### config.mk
export PLATFORM = sky130hd
export DESIGN_NAME = cpu_controller
export DESIGN_NICKNAME = d
export VERILOG_FILES = /design/src/rtl/cpu_controller.sv
export SDC_FILE = /design/constraint.sdc
export NUM_CORES = 1
export LEC_CHECK = 0
export ABC_AREA = 1
export BUFFER_PORTS_ARGS = -buffer_cell sky130_fd_sc_hd__buf_2
export CORE_MARGIN = 1
export CORE_UTILIZATION = 41
export CTS_CLUSTER_SIZE = 8
export DETAILED_ROUTE_END_ITERATION = 6
export GPL_ROUTABILITY_DRIVEN = 0
export PLACE_DENSITY_LB_ADDON = 0.1
export SLEW_MARGIN = 40
export SYNTH_ARGS = -nofsm -noshare
export SYNTH_HDL_FRONTEND = slang
export SYNTH_SLANG_ARGS = --single-unit
### constraint.sdc
create_clock -name clk -period 1.2 [get_ports clk]
set_clock_uncertainty 0.1 [all_clocks]
set_input_delay 0 -clock clk [delete_from_list [all_inputs] [get_ports clk]]
set_output_delay 0 -clock clk [all_outputs]
set_load 0.01 [all_outputs]
### src/rtl/cpu_controller.sv
// Instruction-sequencing controller for a simple load/store datapath.
// Holds the instruction register and walks a Moore FSM that emits the
// register-file, datapath-latch and ALU control strobes for each instruction.
module cpu_controller (
  input  logic        clk,
  input  logic        reset,
  input  logic        s,
  input  logic        load,
  input  logic [15:0] in,
  output logic        w,
  output logic [2:0]  readnum,
  output logic [2:0]  writenum,
  output logic        write,
  output logic        loada,
  output logic        loadb,
  output logic        loadc,
  output logic        loads,
  output logic        asel,
  output logic        bsel,
  output logic [1:0]  vsel,
  output logic [1:0]  ALUop,
  output logic [1:0]  shift,
  output logic [15:0] sximm8
);

  localparam int unsigned IR_W = 16;

  typedef enum logic [2:0] {
    S_WAIT,
    S_DECODE,
    S_WRITE_IMM,
    S_GET_A,
    S_GET_B,
    S_ALU_OP,
    S_WRITE_REG
  } state_t;

  state_t          state;
  state_t          state_next;
  logic [IR_W-1:0] ir;

  logic [2:0] opcode;
  logic [1:0] op;
  logic [2:0] rn;
  logic [2:0] rd;
  logic [1:0] sh;
  logic [2:0] rm;
  logic       is_mov_imm;
  logic       is_mov_reg;
  logic       is_mvn;
  logic       is_alu;
  logic       is_cmp;

  assign opcode = ir[15:13];
  assign op     = ir[12:11];
  assign rn     = ir[10:8];
  assign rd     = ir[7:5];
  assign sh     = ir[4:3];
  assign rm     = ir[2:0];

  assign is_mov_imm = (opcode == 3'b110) && (op == 2'b10);
  assign is_mov_reg = (opcode == 3'b110) && (op == 2'b00);
  assign is_mvn     = (opcode == 3'b101) && (op == 2'b11);
  assign is_alu     = (opcode == 3'b101) && (op != 2'b11);
  assign is_cmp     = (opcode == 3'b101) && (op == 2'b01);

  assign sximm8 = {{8{ir[7]}}, ir[7:0]};

  // Instruction register: only accepts a new word while idle.
  always_ff @(posedge clk or posedge reset) begin
    if (reset) begin
      ir <= '0;
    end else if (load && (state == S_WAIT)) begin
      ir <= in;
    end
  end

  // State register.
  always_ff @(posedge clk or posedge reset) begin
    if (reset) begin
      state <= S_WAIT;
    end else begin
      state <= state_next;
    end
  end

  // Next-state selection and Moore output decode.
  always_comb begin
    state_next = state;
    w          = 1'b0;
    readnum    = 3'd0;
    writenum   = 3'd0;
    write      = 1'b0;
    loada      = 1'b0;
    loadb      = 1'b0;
    loadc      = 1'b0;
    loads      = 1'b0;
    asel       = 1'b0;
    bsel       = 1'b0;
    vsel       = 2'b00;
    ALUop      = 2'b00;
    shift      = 2'b00;

    unique case (state)
      S_WAIT: begin
        w = 1'b1;
        if (s) state_next = S_DECODE;
      end
      S_DECODE: begin
        if (is_mov_imm)                 state_next = S_WRITE_IMM;
        else if (is_mov_reg || is_mvn)  state_next = S_GET_B;
        else if (is_alu)                state_next = S_GET_A;
        else                            state_next = S_WAIT;
      end
      S_WRITE_IMM: begin
        writenum   = rn;
        vsel       = 2'b10;
        write      = 1'b1;
        state_next = S_WAIT;
      end
      S_GET_A: begin
        readnum    = rn;
        loada      = 1'b1;
        state_next = S_GET_B;
      end
      S_GET_B: begin
        readnum    = rm;
        loadb      = 1'b1;
        state_next = S_ALU_OP;
      end
      S_ALU_OP: begin
        shift      = sh;
        bsel       = 1'b0;
        asel       = is_mov_reg || is_mvn;
        ALUop      = is_mov_reg ? 2'b00 : op;
        loadc      = !is_cmp;
        loads      = is_cmp;
        state_next = is_cmp ? S_WAIT : S_WRITE_REG;
      end
      S_WRITE_REG: begin
        writenum   = rd;
        vsel       = 2'b00;
        write      = 1'b1;
        state_next = S_WAIT;
      end
      default: begin
        state_next = S_WAIT;
      end
    endcase
  end

endmodule
; Word-level counts from Yosys, hierarchy flattened
; Cells that the tools add are included.
[classes]
eq_ne = 13
mux = 19
reduce_logical = 11
[ops]
columns = op, count
row1 = "3-bit == test, second input constant", 5
row2 = 3-bit one-hot mux with 5 select lines, 1
row3 = 3-bit 2-to-1 mux, 4
row4 = 3-bit one-hot mux with 2 select lines, 2
row5 = 2-bit 2-to-1 mux, 5
row6 = 1-bit 2-to-1 mux, 7
row7 = "3-bit by 2-bit == test with 1-bit output, second input constant", 2
row8 = 1-bit logical AND, 6
row9 = "2-bit == test, second input constant", 2
row10 = "2-bit != test, second input constant", 2
row11 = "3-bit by 1-bit == test with 1-bit output, second input constant", 1
row12 = 3-bit zero test, 1
row13 = "2-bit by 1-bit == test with 1-bit output, second input constant", 1
row14 = 2-bit zero test, 1
row15 = 2-bit OR reduction, 1
row16 = 1-bit zero test, 1
row17 = 1-bit logical OR, 1
[totals]
ff_bits = 19
output_inout_bits = 36

; Logic depth before layout (Yosys ltp)
[logic_depth]
ltp_word = 6
mapped_depth = 7
mapped_depth_nobuf = 6

; Worst setup path after synthesis
; OpenSTA, ideal clock, no wires.
[synth_path]
kind = register -> register
from = register state[0]
to = register ir[7]
setup_ps = 117
arrival_ps = 999
required_time_ps = 983
setup_slack_ps = -16
path_stages_with_launch = 8
path_buffers = 1
cell_sequence = dfrtp_1 > nor2_4 > nand2_4 > inv_8 > nand2_8 > buf_6 > nand2_1 > nand2_1
[synth_between]
elab_chain_cells = 2
[synth_rtl]
columns = element, line
row1 = from (decl), 38  ; state_t state;
row2 = from (signal assigned), 83  ; state <= state_next;
row3 = 3-bit zero test, 73  ; end else if (load && (state == S_WAIT)) begin
row4 = 1-bit logical AND, 73
row5 = to (signal assigned), 74  ; ir <= in;
row6 = to (decl), 40  ; logic [IR_W-1:0] ir;
; Every way passes these cells.
; A chain may end at the register's enable or synchronous reset.

; Worst setup path after layout
[layout_path]
from = register state[1]
to = output port writenum[2]
[layout_between]
elab_chain_cells = 2
elab_cells_between_ends = 3
cone_classes = eq/ne: 2 / mux: 1
[layout_rtl]
columns = element, line
row1 = 3-bit == test or 3-bit by 2-bit == test with 1-bit output (tied branches), 104  ; unique case (state)
row2 = 3-bit one-hot mux with 2 select lines (*), 104
row3 = to (decl), 12  ; output logic [2:0] writenum,
; Every way passes the cells marked *; elsewhere a longest branch is shown, timed or not.

==> results.md <==
* WL per Instance at approximately 12 µm
* Worst Path Buf+Inv at 3
* Core area at between 2000 and 3000 µm²
* Layer with the highest usage: met2
* Failing checks: setup timing
* Detailed Route Iter0 Violations at 28
* Residual DRC at 0
* Crit path depth at 6
* Commonest cells after routing, fill and taps aside: buf_2 (51), nand2_1 (31), dlygate4sd3_1 (18)
* Final min period at around 1.5 ns
* Post-synthesis sequential area ratio at 40.47%
* CTS Sinks at 19
* Met1 usage at 25.94%
* Share of layout cells above drive strength 1 at between 50% and 60%
* Initial core utilization at between 40% and 50%
* Final HPWL DP at slightly below 2000 µm
* I/O pins at 56
* Input/output buffers at 53
* Nature of the critical path endpoint: output pin
* Die Ht at ~56 µm
* Critical Path Max Stage Delay at 0.43 ns
* Hold WC Path Type: in -> reg
* Root Driver: clkbuf_4
* Setup ws final at -0.2726 ns
* CTS Buf Count at 3
* Leak pwr at roughly 1 nW
* Crit path required time at roughly 1.1 ns
* Die ar. at approximately 3000 µm²
* Critical R2R Launch: state[1]$_DFFE_PP0P_
* CTS H-tree depth at 1
* Worst r2r dst: ir[7]$_DFFE_PP0P_
* Final Hold Viols at 0
* Slew Limit Fails at 0
* Rows at 19
* M2 GR Usage at a little under a third
* DR vias/cell at 4.713
* Worst path cell trace: inv_2 > buf_6 > nor2_4 > nand2_2 > o21ai_1 > buf_2
* Worst slew pin tran at between 0.5 and 0.6 ns
* Crit start category: register
* RSZ-0062 raised after global routing: true
* Post-Layout Inst Area at 1831 µm²
* Largest net degree at the start of global routing at 20
* Area of the mapped netlist at around 1200 µm²
* Die width at about 56 µm
* Commonest non-fill, non-tap cell in the layout: buf_2
* Max Cap Violations at 0
* Global route total overflow at 0
* # fillers at approximately 220
* Slowest-stage cell, CP: dfrtp_2
* Post-route antenna net violation count at 0
* Cell family with most CP delay: flip-flops
* R2R Setup Slk at -0.15 ns
* Routed vias at 1216
* Final setup TNS at -5.981 ns
* DRT Wirelength at just under 3000 µm
* Number of iterations in the first detailed-routing pass at 4
* Worst hold margin at 0.08593 ns
* Max VDD drop at about 1.7 mV
* CTS tree: built
* Synth cell types at 18
* Mapped Cells at 158
* Clk Latency, worst-skew pair at between 0.2 and 0.3 ns
* Synth warn at 0
* First-pass GRT wire length at between 4000 and 5000 µm
* Period utilization at 122.7%
* CP max FO at 5
* Hold path startpoint: load
* CP arrival at approximately 1.4 ns
* Setup violators final at 35
* Syn avg cell area at 7.436 µm²
* Hold depth at 3
* Overall Global Routing Usage at about a fifth
* Outcome: complete, but fails checks
* FF-to-FF path depth at 7
* Initial antenna violation count at 0
* Worst setup path endpoint: writenum[2]
* Vias in the first global route at 1057
* Clk slew on worst S/H paths at between 0.1 and 0.15 ns
* Layout area overhead at 55.80%
* CP startpoint: state[1]$_DFFE_PP0P_
* Area after DPL at about 1400 µm²
* GR met3 Demand/Resource at around 2.8%
* Synthesis-stage register bit count at 19
* Critical path type: reg -> out
* Slew margin rel. at 64.67%
* Pwr Density at ~2400 nW/µm²
* Max Fclk at slightly below 700 MHz
* Diodes inserted at 0
* Clock tree buffer depth at 2
* Final #Nets at 248
[state kept, by name (all words and copies together), names as in the netlist]
| signal | flops |
|---|---|
| ir | 16 |
| state | 3 |
[layer usage]
layer / wire length [µm] / vias up
li1: - / 613
met1: 1370 / 571
met2: 1484 / 28
met3: 75 / 4
met4: 40 / 0
met5: 0 / -
[synth_stat cells]
library cell,number,share of area [%]
buf_4,18,12
nand2_1,49,16
buf_2,2,0.85
o21ai_0,6,2.6
a21oi_1,2,0.85
buf_6,2,1.9
nor2_4,2,1.9
nand3_1,23,9.8
nor2_2,1,0.53
inv_1,15,4.8
inv_2,2,0.64
a21oi_2,1,0.75
conb_1,1,0.32
nand2_8,1,1.7
nor2_1,12,3.8
nand2_4,1,0.96
inv_8,1,0.96
dfrtp_1,19,40
[cell families after synthesis]
kind of cell,Yosys count,synth area share (%)
simple gates,89,34.40
buf+inv,40,20.66
flops,19,40.47
other cells,1,0.3192
compound gates,9,4.154
[how the worst min path moves through the flow]
stage | slack (ns) | end
6_report | 0.09 | ir[0]$_DFFE_PP0P_
5_1_grt | 0.1 | ir[13]$_DFFE_PP0P_
4_1_cts | 0.02 | ir[1]$_DFFE_PP0P_
3_5_place_dp | -0.06 | ir[8]$_DFFE_PP0P_
3_3_place_gp | -0.07 | ir[8]$_DFFE_PP0P_
2_1_floorplan | -0.15 | ir[0]$_DFFE_PP0P_
[tightest hold or removal path: stages]
cell	delay, ns
buf_2	0.27
nand3_2	0.14
nand2_1	0.04
[through the flow]
| stage | total power [mW] | util [%] | std cells | worst slack [ns] |
|---|---|---|---|---|
| floorplan | 2.801 | - | 159 | -0.003699 |
| global placement | 3.237 | 50.43 | 226 | -0.03273 |
| finish | 4.438 | 66.96 | 258 | -0.2726 |
| global route | 4.774 | 66.96 | 258 | -0.3451 |
| detailed placement | 3.258 | 50.43 | 226 | -0.05982 |
| CTS | 3.989 | 61.51 | 255 | -0.3084 |
[repair_timing]
action                                  in CTS  in global routing
endpoints found under the setup margin      32                 37
pin swaps                                    4                 16
endpoints found under the hold margin       36                  0
setup buffers                                7                  2
hold buffers                                18                  0
resized for setup                           20                 33
gates cloned                                 0                  1
[report_power, final]
part           total, mW  switching, mW  internal, mW  leakage, nW
registers           1.30          0.348         0.953        0.234
clock network      0.326          0.197         0.129       0.0150
logic               2.81           1.48          1.33        0.758
[area by class of cell]
class | count | area, µm² | share of cell area [%]
sequential | 19 | 478.0 | 26.11
clock buffer | 4 | 26.28 | 1.435
multi-input combinational | 101 | 595.6 | 32.54
inverter | 18 | 80.08 | 4.375
timing repair buffer | 85 | 611.8 | 33.42
tap | 31 | 38.79 | 2.119
Note: power is estimated with default switching activity, not from simulation.
